**src/rtl/trigger_sequencer.sv**
```systemverilog
// trigger_sequencer: acquisition trigger controller for the scope capture path.
// Accepts a single-cycle trigger from the selected source, then sequences the
// trigger delay, the acquisition window, the holdoff and the repeat count.
// Ports:
//   aclk, aresetn             clock and synchronous active-low reset
//   cfg_source                trigger source select (0 = ext_trigger, 1 = sw_trigger)
//   cfg_delay/length/holdoff  timing config, latched on an accepted arm
//   cfg_repeats               acquisitions per arm (0 = unlimited), latched on arm
//   arm, abort                single-cycle control requests
//   ext_trigger, sw_trigger   single-cycle trigger pulses
//   acq_active, acq_start     acquisition window and its first-cycle strobe
//   armed, busy, done         status flags (done is sticky until the next arm)
//   trig_count                completed acquisitions since the last arm
//   missed_triggers           triggers dropped while running, saturating
module trigger_sequencer #(
    parameter int unsigned DELAY_WIDTH = 32,
    parameter int unsigned COUNT_WIDTH = 16
) (
    input  logic                   aclk,
    input  logic                   aresetn,
    input  logic                   cfg_source,
    input  logic [DELAY_WIDTH-1:0] cfg_delay,
    input  logic [DELAY_WIDTH-1:0] cfg_length,
    input  logic [DELAY_WIDTH-1:0] cfg_holdoff,
    input  logic [COUNT_WIDTH-1:0] cfg_repeats,
    input  logic                   arm,
    input  logic                   abort,
    input  logic                   ext_trigger,
    input  logic                   sw_trigger,
    output logic                   acq_active,
    output logic                   acq_start,
    output logic                   armed,
    output logic                   busy,
    output logic                   done,
    output logic [COUNT_WIDTH-1:0] trig_count,
    output logic [COUNT_WIDTH-1:0] missed_triggers
);

    localparam logic [2:0] ST_IDLE    = 3'd0;
    localparam logic [2:0] ST_ARMED   = 3'd1;
    localparam logic [2:0] ST_DELAY   = 3'd2;
    localparam logic [2:0] ST_ACQUIRE = 3'd3;
    localparam logic [2:0] ST_HOLDOFF = 3'd4;

    logic [2:0]             state_q, state_d;
    logic [DELAY_WIDTH-1:0] cnt_q, cnt_d;
    logic                   source_q, source_d;
    logic [DELAY_WIDTH-1:0] delay_q, delay_d;
    logic [DELAY_WIDTH-1:0] length_q, length_d;
    logic [DELAY_WIDTH-1:0] holdoff_q, holdoff_d;
    logic [COUNT_WIDTH-1:0] repeats_q, repeats_d;
    logic [COUNT_WIDTH-1:0] trig_count_q, trig_count_d;
    logic [COUNT_WIDTH-1:0] missed_q, missed_d;
    logic                   done_q, done_d;
    logic                   acq_start_q, acq_start_d;

    logic                   trig;
    logic [COUNT_WIDTH-1:0] count_inc;
    logic [COUNT_WIDTH-1:0] missed_inc;

    // State and datapath registers
    always_ff @(posedge aclk) begin
        if (!aresetn) begin
            state_q      <= ST_IDLE;
            cnt_q        <= '0;
            source_q     <= 1'b0;
            delay_q      <= '0;
            length_q     <= '0;
            holdoff_q    <= '0;
            repeats_q    <= '0;
            trig_count_q <= '0;
            missed_q     <= '0;
            done_q       <= 1'b0;
            acq_start_q  <= 1'b0;
        end else begin
            state_q      <= state_d;
            cnt_q        <= cnt_d;
            source_q     <= source_d;
            delay_q      <= delay_d;
            length_q     <= length_d;
            holdoff_q    <= holdoff_d;
            repeats_q    <= repeats_d;
            trig_count_q <= trig_count_d;
            missed_q     <= missed_d;
            done_q       <= done_d;
            acq_start_q  <= acq_start_d;
        end
    end

    // Next-state and datapath update
    always_comb begin
        state_d      = state_q;
        cnt_d        = cnt_q;
        source_d     = source_q;
        delay_d      = delay_q;
        length_d     = length_q;
        holdoff_d    = holdoff_q;
        repeats_d    = repeats_q;
        trig_count_d = trig_count_q;
        missed_d     = missed_q;
        done_d       = done_q;
        acq_start_d  = 1'b0;

        trig       = source_q ? sw_trigger : ext_trigger;
        count_inc  = trig_count_q + COUNT_WIDTH'(1);
        missed_inc = (&missed_q) ? missed_q : missed_q + COUNT_WIDTH'(1);

        if (abort) begin
            state_d = ST_IDLE;
        end else begin
            case (state_q)
                ST_IDLE: begin
                    if (arm) begin
                        state_d      = ST_ARMED;
                        source_d     = cfg_source;
                        delay_d      = cfg_delay;
                        // Length 0 behaves as a one-cycle window
                        length_d     = (cfg_length == '0) ? DELAY_WIDTH'(1) : cfg_length;
                        holdoff_d    = cfg_holdoff;
                        repeats_d    = cfg_repeats;
                        trig_count_d = '0;
                        missed_d     = '0;
                        done_d       = 1'b0;
                    end
                end
                ST_ARMED: begin
                    if (trig) begin
                        if (delay_q == '0) begin
                            state_d     = ST_ACQUIRE;
                            cnt_d       = length_q - DELAY_WIDTH'(1);
                            acq_start_d = 1'b1;
                        end else begin
                            state_d = ST_DELAY;
                            cnt_d   = delay_q - DELAY_WIDTH'(1);
                        end
                    end
                end
                ST_DELAY: begin
                    if (trig) missed_d = missed_inc;
                    if (cnt_q == '0) begin
                        state_d     = ST_ACQUIRE;
                        cnt_d       = length_q - DELAY_WIDTH'(1);
                        acq_start_d = 1'b1;
                    end else begin
                        cnt_d = cnt_q - DELAY_WIDTH'(1);
                    end
                end
                ST_ACQUIRE: begin
                    if (trig) missed_d = missed_inc;
                    if (cnt_q == '0) begin
                        trig_count_d = count_inc;
                        if ((repeats_q != '0) && (count_inc == repeats_q)) begin
                            state_d = ST_IDLE;
                            done_d  = 1'b1;
                        end else if (holdoff_q == '0) begin
                            state_d = ST_ARMED;
                        end else begin
                            state_d = ST_HOLDOFF;
                            cnt_d   = holdoff_q - DELAY_WIDTH'(1);
                        end
                    end else begin
                        cnt_d = cnt_q - DELAY_WIDTH'(1);
                    end
                end
                ST_HOLDOFF: begin
                    if (trig) missed_d = missed_inc;
                    if (cnt_q == '0) begin
                        state_d = ST_ARMED;
                    end else begin
                        cnt_d = cnt_q - DELAY_WIDTH'(1);
                    end
                end
                default: begin
                    state_d = ST_IDLE;
                end
            endcase
        end
    end

    // Outputs come straight from registers or state decode
    assign acq_active      = (state_q == ST_ACQUIRE);
    assign acq_start       = acq_start_q;
    assign armed           = (state_q == ST_ARMED);
    assign busy            = (state_q != ST_IDLE);
    assign done            = done_q;
    assign trig_count      = trig_count_q;
    assign missed_triggers = missed_q;

endmodule

```
**config.mk**
```make
export PLATFORM = sky130hd
export DESIGN_NAME = trigger_sequencer
export DESIGN_NICKNAME = d
export VERILOG_FILES = /design/src/rtl/trigger_sequencer.sv
export SDC_FILE = /design/constraint.sdc
export NUM_CORES = 1
export LEC_CHECK = 0
export BUFFER_PORTS_ARGS = -buffer_cell sky130_fd_sc_hd__buf_2
export CAP_MARGIN = 20
export CORE_AREA = 2 2 211 213
export CTS_CLUSTER_DIAMETER = 100
export DETAILED_ROUTE_END_ITERATION = 8
export DIE_AREA = 0 0 213 215
export GPL_TIMING_DRIVEN = 0
export PLACE_DENSITY_LB_ADDON = 0.25
export SLEW_MARGIN = 20
export SYNTH_ARGS = -nofsm -noshare
export SYNTH_HDL_FRONTEND = slang
export SYNTH_SLANG_ARGS = --single-unit
```
**constraint.sdc**
```tcl
create_clock -name aclk -period 3.7 [get_ports aclk]
set_input_delay 0.74 -clock aclk [delete_from_list [all_inputs] [get_ports aclk]]
set_output_delay 0.74 -clock aclk [all_outputs]
set_load 0.02 [all_outputs]
```
==> results.txt, run 1 <==
status: finished, final reports clean
die area: 45,800 µm²
crit share post-route: 95.45%
Syn-to-layout area delta: 19.55%
initial drt markers: 876
num ports: 156
Power Density: 439.8 nW/µm²
cell mode on critical path: buf_2
total global routing overflow: 0
Critical Path Max Stage Delay: 0.45 ns
Worst setup EP type: flop
relative slew slack: 28.67%
Achievable Freq: 283.2 MHz
Yosys warning count: 0
Mapped Cells: 1,479
fillers: 4,842
Worst-Skew Late Latency: 0.47 ns
setup bufs post-CTS: 0
Initial Utilization: 24.65%
Hold Vio Cnt, Final: 0
total wire length: 43.42 mm
Peak VDD IR: 0.0002747 V
Setup CP Type: flop to flop
TritonCTS Sinks: 182
Max Cap Viol: 0
Hold Crit Class: flop to flop
CP arrival: 3.85 ns
Tmin final: 3.532 ns
Seq/Total Area, Yosys: 33.87%
routed vias: 11,410
synthesized cell area: 10,760 µm²
Netlist cell types: 69
max-slew violations: 0
initial antenna violation count: 0
# H-tree levels: 4
Final Power: 5.656 mW
Async SR Flop Fraction: 0%
Placer Congestion: 0.9708
antenna viol nets, final: 0
Placed Cells: 2,225
core area: 43,640 µm²
Reg clk slew, reported paths: 0.07 ns
Seq cells post-synth: 182
clock buffer depth: 2
RSZ-0062 raised after global routing: no
die height: 215 µm
largest net degree at the start of global routing: 17
WP data required: 4.02 ns
first-pass GRT wire length: 65.45 mm
CTS tree: built
CP max stage cell: or4b_1
number of enable flip-flop cells after synthesis: 0
Area after DPL: 12,280 µm²
CTS root buf: clkbuf_16
non-filler cells, final: 2,257
wire per inst: 19.24 µm
crit path cell chain: inv_1 -> ha_1 -> or4b_1 -> clkbuf_1 -> nor2_4 -> nand4_1 -> a21oi_2 -> buf_2 -> buf_2 -> a21oi_1 -> o211ai_1 -> o31ai_1
Via density: 5.054
post-synthesis net count: 1,605
worst slew pin tran: 1.060 ns
vias in the first global route: 10,840
Initial DRT Pass Iterations: 7
CP Buf/Inv Count: 4
PostCTS Resize Cnt: 0
final setup skew: 0.01892 ns
Avg Inst Size Synth: 7.274 µm²
cts hold-fix bufs: 0
endpoints failing setup: 0
CP max FO: 10
All-Layer GR Usage: 18.93%
ys flop type: dfxtp_1
Detailed Place HPWL: 34.52 mm
Pleak: 4.723 nW
share of cells above drive strength 1: 14.17%
die width: 213 µm
WHS: 0.4819 ns
startpoint types: flop
Antenna Diode Count: 0
final instance area: 12,860 µm²
fin nets: 1,778
Crit path max-delay family: simple AND/OR/NAND/NOR gates
port bufs: 153
DRC: 0
total CTS buffers: 17
Row Count: 77
sequential cells by signal (all words and copies together), names as in the netlist:
| name | flops |
|---|---|
| acq_start | 1 |
| cnt_q | 32 |
| delay_q | 32 |
| done | 1 |
| holdoff_q | 32 |
| length_q | 32 |
| missed_triggers | 16 |
| repeats_q | 16 |
| source_q | 1 |
| state_q | 3 |
| trig_count | 16 |
metal layers:
layer  part of all wire (%)  global-route usage [%]  routed length [µm]  vias to the layer above
met1                     45                   25.29               19740                     5364
li1                       -                       -                   -                     5618
met2                     46                   30.52               19880                      363
met4                    3.0                   6.713                1323                        0
met5                      0                       0                   0                        -
met3                    5.7                   3.230                2472                       63
Yosys cell counts, types with 7 or more instances:
cell type	count	share of area [%]
nand2_1	309	11
a31oi_1	7	0.41
nor4_1	53	3.1
nand3_1	35	1.6
clkbuf_1	74	2.6
or3_1	28	1.6
dfxtp_1	182	34
o22ai_1	19	1.1
and3_1	7	0.41
a211oi_1	19	1.3
xor2_1	53	4.3
a21o_1	9	0.63
nor3_1	53	2.5
a21oi_1	194	9.0
o31ai_1	11	0.77
o211ai_1	14	0.98
inv_1	20	0.70
nor2_1	112	3.9
ha_1	7	0.81
buf_2	15	0.70
nand4_1	24	1.4
xnor2_1	68	5.5
nand2b_1	11	0.64
or4_1	17	1.2
o21ai_0	37	1.7
cells by family (layout without fill, tap and decap cells):
| kind of cell | count (synthesis) | count (layout) | share of synthesized area, % |
|---|---|---|---|
| AND/OR/NAND/NOR | 689 | 689 | 30.45 |
| adder cells (fa/ha/maj) | 7 | 7 | 0.8141 |
| XOR/XNOR | 121 | 121 | 9.851 |
| flip-flops | 182 | 182 | 33.87 |
| buffers and inverters | 114 | 300 | 4.338 |
| multiplexers | 8 | 8 | 0.7792 |
| AO/OA/AOI/OAI | 358 | 358 | 19.90 |
layout by cell type, fill, tap and decap left out, types with 4 or more instances in the layout:
cell / instances
nand2_1: 309
a21oi_1: 193
dfxtp_1: 182
buf_2: 168
nor2_1: 112
clkbuf_1: 72
xnor2_1: 68
nor3_1: 53
xor2_1: 53
nor4_1: 51
o21ai_0: 37
nand3_1: 35
or3_1: 28
nand4_1: 24
inv_1: 20
a211oi_1: 19
o22ai_1: 19
or4_1: 17
clkbuf_16: 17
o211ai_1: 14
nand2b_1: 11
o31ai_1: 11
a21o_1: 9
and3_1: 7
a31oi_1: 7
ha_1: 7
and4_1: 6
nand3b_1: 5
or2_2: 5
a31o_2: 5
mux2i_1: 5
o32ai_1: 5
a22oi_1: 5
nor4_2: 4
o311a_1: 4
a2111oi_0: 4
a311oi_1: 4
clkinv_4: 4
clkbuf_8: 4
inv_6: 4
metrics by stage:
step | setup TNS, ns | setup WS [ns] | utilization (%)
after floorplan | 0 | 0.6991 | -
after global placement | -35.96 | -0.6125 | 28.10
final | 0 | 0.1683 | 29.47
after detailed placement | 0 | 0.2194 | 28.13
after global routing | 0 | 0.006556 | 29.47
after CTS | 0 | 0.1987 | 29.43
worst min-delay path: cells and delay by family, from the launching register on:
kind / cells / cell delay (ns)
flops: 1 / 0.33
simple gates: 2 / 0.12
power breakdown:
| part | switching [mW] | leakage (nW) | internal (mW) |
|---|---|---|---|
| combinational | 1.10 | 2.97 | 0.578 |
| sequential | 0.109 | 1.48 | 2.04 |
| clock | 0.884 | 0.277 | 0.943 |
worst paths after layout:
check,start,end,slack [ns],cells after the start
setup / recovery,cnt_q[0],cnt_q[16],0.17,12
hold / removal,done,done,0.48,2
setup reg to reg,cnt_q[0],cnt_q[16],0.17,12
hold reg to reg,done,done,0.48,2
final cells by class:
cell class,instances,area (µm²),area share [%]
Tap cell,592,740.7,5.759
Inverter,21,78.83,0.6129
Clock buffer,21,480.5,3.736
Multi-Input combinational cell,1183,6664,51.81
Clock inverter,11,90.09,0.7005
Sequential cell,182,3643,28.33
Timing Repair Buffer,154,770.7,5.993
Buffer,93,392.9,3.055
Note: power is estimated with default switching activity, not from simulation.
==> inputs of run 2 (changes only) <==
- CORE_AREA: 2 2 211 213 -> 2 2 147 149
- DIE_AREA: 0 0 213 215 -> 0 0 149 151
==> run 2 against run 1 <==
Die area down 51%. Clock power up 3%. Non-clock buffer count up 1. First-iteration DRC count up 20%. Clock-buffer cell count decreased by 1. Routed wire length decreased by 14%. Final cell count is 14% lower. Via count is 2.0% higher. Fmax is 2.4% lower. Largest cell class unchanged. Largest power group unchanged. Highest routed layer unchanged.
==> results.txt, run 2 (synthesized netlist as in run 1, its figures left out) <==
Reg clk slew, reported paths: 0.07 ns (about the same)
total global routing overflow: 0 (unchanged)
first-pass GRT wire length: 57.69 mm (-12%)
initial drt markers: 1,053 (+20%)
most common cell after layout, fill and taps aside: nand2_1
CP startpoint: cnt_q[14]
Tmin final: 3.619 ns (+0.08750 ns)
Worst setup EP type: flop
Initial DRT Pass Iterations: 6 (-1)
RSZ-0062 raised after global routing: no
final instance area: 12,490 µm² (-2.9%)
Pleak: 4.731 nW (+0.18%)
Area after DPL: 11,880 µm² (-3.2%)
Achievable Freq: 276.3 MHz (-2.4%)
endpoints failing setup: 0 (unchanged)
Final Power: 5.675 mW (+0.34%)
fillers: 2,078 (-57%)
Placer Congestion: 1.049 (+8.0%)
die width: 149 µm (-30%)
Row Count: 53 (-31%)
total wire length: 37.53 mm (-14%)
Max Cap Viol: 0 (unchanged)
Antenna Diode Count: 0 (unchanged)
# H-tree levels: 4 (unchanged)
routed vias: 11,640 (+2.0%)
cts hold-fix bufs: 0 (unchanged)
die height: 151 µm (-30%)
r2r startpoint: cnt_q[14]
All-Layer GR Usage: 33.29% (+14 points)
WP data required: 4.00 ns (-0.02 ns)
CTS root buf: clkbuf_16
worst slew pin tran: 0.9776 ns (-0.08254 ns)
Setup CP Type: flop to flop
Peak VDD IR: 0.0003408 V (+24%)
antenna viol nets, final: 0 (unchanged)
num ports: 156 (unchanged)
hold path startpoint: done
startpoint types: flop
DRC: 0 (unchanged)
total CTS buffers: 17 (unchanged)
Detailed Place HPWL: 29.14 mm (-16%)
status: finished, final reports clean
relative slew slack: 34.23% (+5.6 points)
Via density: 5.995 (+19%)
Power Density: 454.4 nW/µm² (+3.3%)
die area: 22,500 µm² (-51%)
port bufs: 153 (unchanged)
TritonCTS Sinks: 182 (unchanged)
fin nets: 1,779 (+0.056%)
CTS tree: built
Hold Vio Cnt, Final: 0 (unchanged)
wire per inst: 19.34 µm (+0.51%)
max-slew violations: 0 (unchanged)
core area: 20,820 µm² (-52%)
Initial Utilization: 51.66% (+27 points)
CP max FO: 10 (unchanged)
final setup skew: 0.01632 ns (-0.002594 ns)
crit share post-route: 97.82% (+2.4 points)
initial antenna violation count: 0 (unchanged)
Worst-Skew Late Latency: 0.45 ns (-0.02 ns)
most frequent cells in the layout: nand2_1, a21oi_1, dfxtp_1
Hold Crit Class: flop to flop
CP arrival: 3.92 ns (+0.07 ns)
share of cells above drive strength 1: 14.05% (-0.13 points)
largest net degree at the start of global routing: 17 (unchanged)
Syn-to-layout area delta: 16.11%
vias in the first global route: 10,570 (-2.5%)
clock buffer depth: 2 (unchanged)
## run 2: cell type report
type	instances	area (µm²)	share of cell area (%)
multi-input cells	1183	6666	53.37
flip-flops and latches	182	3645	29.18
repair buffers	155	778.2	6.231
clock buffers	20	446.7	3.576
plain buffers	93	387.9	3.105
well taps	275	344.1	2.755
clock inverters	12	143.9	1.152
inverters	21	78.83	0.6311
## run 2: path summary, 6_finish.rpt
check / endpoint / slack [ns] / cells after the start
worst max-delay path: cnt_q[14] / 0.08 / 8
worst min-delay path: done / 0.48 / 2
worst max register to register: cnt_q[14] / 0.08 / 8
worst min register to register: done / 0.48 / 2
## run 2: worst max-delay path, cell delays in order (launching register included)
cell and delay [ns]:
dfxtp_1 0.42, or4_4 0.61, nor4_4 0.53, nand4_1 0.43, a21oi_1 0.40, buf_2 0.34, o32ai_1 0.15, a211oi_1 0.46
o32ai_1 0.13
## run 2: through the flow
stage               util [%]  setup WS (ns)  setup TNS, ns  std cells  hold slack [ns]
detailed placement     57.05         0.1936              0       1908           0.4605
finish                 59.99        0.08082              0       1941           0.4805
global placement       56.99        -0.1895         -3.848       1907           0.4466
CTS                    59.88         0.1631              0       1940           0.4792
global route           59.99       0.001684              0       1941           0.5075
floorplan                  -         0.6991              0       1479           0.4444
## run 2: routing by layer
layer | global-route usage [%] | share of wire, % | vias to the layer above
li1 | - | - | 5619
met3 | 6.898 | 8.4 | 86
met4 | 14.52 | 4.1 | 0
met5 | 0 | 0 | -
met2 | 53.25 | 45 | 508
met1 | 43.57 | 43 | 5424
## run 2: what timing repair did
item / 4_1_cts / 5_1_grt
setup endpoints to repair: 0 / 33
setup buffers: 0 / 1
resized for setup: 0 / 3
hold endpoints to repair: 0 / 0
## run 2: power by group
group          internal [mW]  switching (mW)  total (mW)
registers               2.04           0.108        2.15
clock network           1.03           0.856        1.88
logic                  0.577            1.06        1.64
total                   3.65            2.03        5.68
==> inputs of run 3 (changes only) <==
- CORE_AREA: 2 2 147 149 -> 2 2 193 195
- DIE_AREA: 0 0 149 151 -> 0 0 195 197
- GPL_TIMING_DRIVEN: 0 -> not set
- SLEW_MARGIN: 20 -> not set
==> run 3 against run 2 <==
Hold slack worse by 0.0095 ns. Total power down 0.75%. Clock-buffer cell count fell by 2. Highest routed layer unchanged. Combinational power about the same. Final area increased by 1.3%. Die area increased by 71%. Clock power about the same. Non-clock buffer count decreased by 58.
==> results.txt, run 3 (synthesized netlist as in run 1, its figures left out) <==
WP data required: 4.08 ns (+0.08 ns)
CP arrival: 3.77 ns (-0.15 ns)
endpoints failing setup: 0 (unchanged)
clock buffer depth: 2 (unchanged)
die area: 38,420 µm² (+71%)
first-pass GRT wire length: 58.56 mm (+1.5%)
Power Density: 445.1 nW/µm² (-2.0%)
worst slew pin tran: 0.8125 ns (-0.1651 ns)
vias in the first global route: 10,360 (-2.0%)
Setup CP Type: flop to flop
most common cell after layout, fill and taps aside: nand2_1
total CTS buffers: 17 (unchanged)
TritonCTS Sinks: 182 (unchanged)
CP startpoint: trig_count[0]
Worst-Skew Late Latency: 0.46 ns (about the same)
die height: 197 µm (+30%)
crit share post-route: 91.76% (-6.1 points)
num ports: 156 (unchanged)
Hold Vio Cnt, Final: 0 (unchanged)
fillers: 3,964 (+91%)
Pleak: 4.738 nW (+0.14%)
Reg clk slew, reported paths: 0.07 ns (about the same)
Syn-to-layout area delta: 17.63%
# H-tree levels: 4 (unchanged)
CTS root buf: clkbuf_16
r2r setup slk: 0.30 ns (+0.22 ns)
total global routing overflow: 0 (unchanged)
cts hold-fix bufs: 0 (unchanged)
total wire length: 38.07 mm (+1.4%)
port bufs: 155 (+1.3%)
r2r startpoint: trig_count[0]
Initial DRT Pass Iterations: 5 (-1)
Hold Crit Class: flop to flop
most frequent cells in the layout: nand2_1, a21oi_1, dfxtp_1
core area: 36,260 µm² (+74%)
relative slew slack: 45.83% (+12 points)
crit path cell chain: ha_1 -> nand3_1 -> or4_1 -> xnor2_1 -> nor4_1 -> nand4_1 -> a31oi_4 -> buf_4 -> o21ai_0 -> a21oi_1
Worst R2R End: cnt_q[17]
DRC: 0 (unchanged)
non-filler cells, final: 2,075 (+6.9%)
Switching Fraction: 35.58% (-0.11 points)
CP Buf/Inv Count: 1 (unchanged)
All-Layer GR Usage: 19.46% (-14 points)
instance count on the critical path: 10 (+2)
Critical Path Max Stage Delay: 0.61 ns (about the same)
share of cells above drive strength 1: 15.68% (+1.6 points)
max-slew violations: 0 (unchanged)
Detailed Place HPWL: 28.61 mm (-1.8%)
Achievable Freq: 294.5 MHz (+6.6%)
CP max FO: 17 (+7)
Worst setup EP type: flop
final setup skew: 0.01486 ns (-0.001461 ns)
sequential share of power: 38.2% (+0.3 points)
Placer Congestion: 0.9340 (-11%)
antenna viol nets, final: 0 (unchanged)
initial antenna violation count: 0 (unchanged)
Crit path max-delay family: simple AND/OR/NAND/NOR gates
Comb pwr share: 28.7% (-0.2 points)
Placed Cells: 2,042 (+7.0%)
Setup TNS Final: 0 ns (unchanged)
CTS tree: built
setup bufs post-CTS: 0 (unchanged)
initial drt markers: 745 (-29%)
fin nets: 1,721 (-3.3%)
status: finished, final reports clean
Internal Power: 3.629 mW (-0.59%)
Initial Utilization: 29.67% (-22 points)
Via density: 5.346 (-11%)
clock network power share: 33.0% (-0.2 points)
Max Cap Viol: 0 (unchanged)
RSZ-0062 raised after global routing: no
Setup crit end: cnt_q[17]
Psw: 2.004 mW (-1.0%)
die width: 195 µm (+31%)
Worst Reg-to-Reg Cells: 10 (+2)
routed vias: 11,090 (-4.7%)
Tmin final: 3.395 ns (-0.2240 ns)
PostCTS Resize Cnt: 0 (unchanged)
wire per inst: 18.35 µm (-5.1%)
CP max stage cell: or4_1
Peak VDD IR: 0.0003368 V (-1.2%)
Antenna Diode Count: 0 (unchanged)
largest net degree at the start of global routing: 113 (+96)
startpoint types: flop
Row Count: 70 (+32%)
run 3: changes by cell type in the layout (fill, tap and decap cells not counted), sizes merged:
cell      before  now
buf          173  190
clkbuf        95   18
clkinv         5    4
clkinvlp       1    3
run 3: power by group through the flow:
stage          logic [mW]  clock network [mW]  registers (mW)
2_1_floorplan        1.09                   0            2.16
3_5_place_dp         1.60                   0            2.20
4_1_cts              1.60                1.91            2.15
6_report             1.62                1.86            2.15
5_1_grt              1.76                1.98            2.17
3_3_place_gp         1.59                   0            2.19
run 3: cell type report:
cell class	count	area (µm²)	share of cell area [%]
Clock buffer	18	429.2	3.391
Tap cell	468	585.6	4.627
Clock inverter	13	147.6	1.167
Timing Repair Buffer	190	1076	8.503
Sequential cell	182	3643	28.79
Multi-Input combinational cell	1183	6691	52.88
Inverter	21	81.33	0.6427
run 3: worst min path at each step:
stage	cells past startpoint	slack (ns)	from	to
6_report	2	0.47	length_q[31]	length_q[31]
5_1_grt	3	0.51	cfg_holdoff[22]	holdoff_q[22]
4_1_cts	2	0.47	length_q[31]	length_q[31]
3_5_place_dp	2	0.46	length_q[31]	length_q[31]
3_3_place_gp	2	0.46	length_q[31]	length_q[31]
2_1_floorplan	2	0.44	delay_q[30]	delay_q[30]
run 3: layer usage:
metal / routed length (µm) / GRT usage (%) / vias up
li1: - / - / 5493
met1: 17900 / 26.55 / 5229
met2: 17190 / 30.98 / 317
met3: 1852 / 2.960 / 54
met4: 1135 / 7.407 / 0
met5: 0 / 0 / -
run 3: worst reg2reg max path: cells and delay by family (launching register included):
| kind | cells | cell delay, ns |
|---|---|---|
| buf+inv | 1 | 0.33 |
| compound gates | 3 | 0.80 |
| xor+xnor | 1 | 0.16 |
| fa+ha+maj | 1 | 0.30 |
| flops | 1 | 0.48 |
| simple gates | 4 | 1.26 |
run 3: through the flow:
step	cell area [µm²]	util, %	power (mW)	worst slack [ns]	hold WS (ns)
after floorplan	10760	-	3.253	0.6991	0.4444
after global placement	12060	33.27	3.783	0.4281	0.4610
after detailed placement	12060	33.27	3.794	0.3435	0.4640
after CTS	12640	34.86	5.664	0.3218	0.4732
after global routing	12650	34.90	5.915	0.06581	0.5083
final	12650	34.90	5.633	0.3048	0.4709
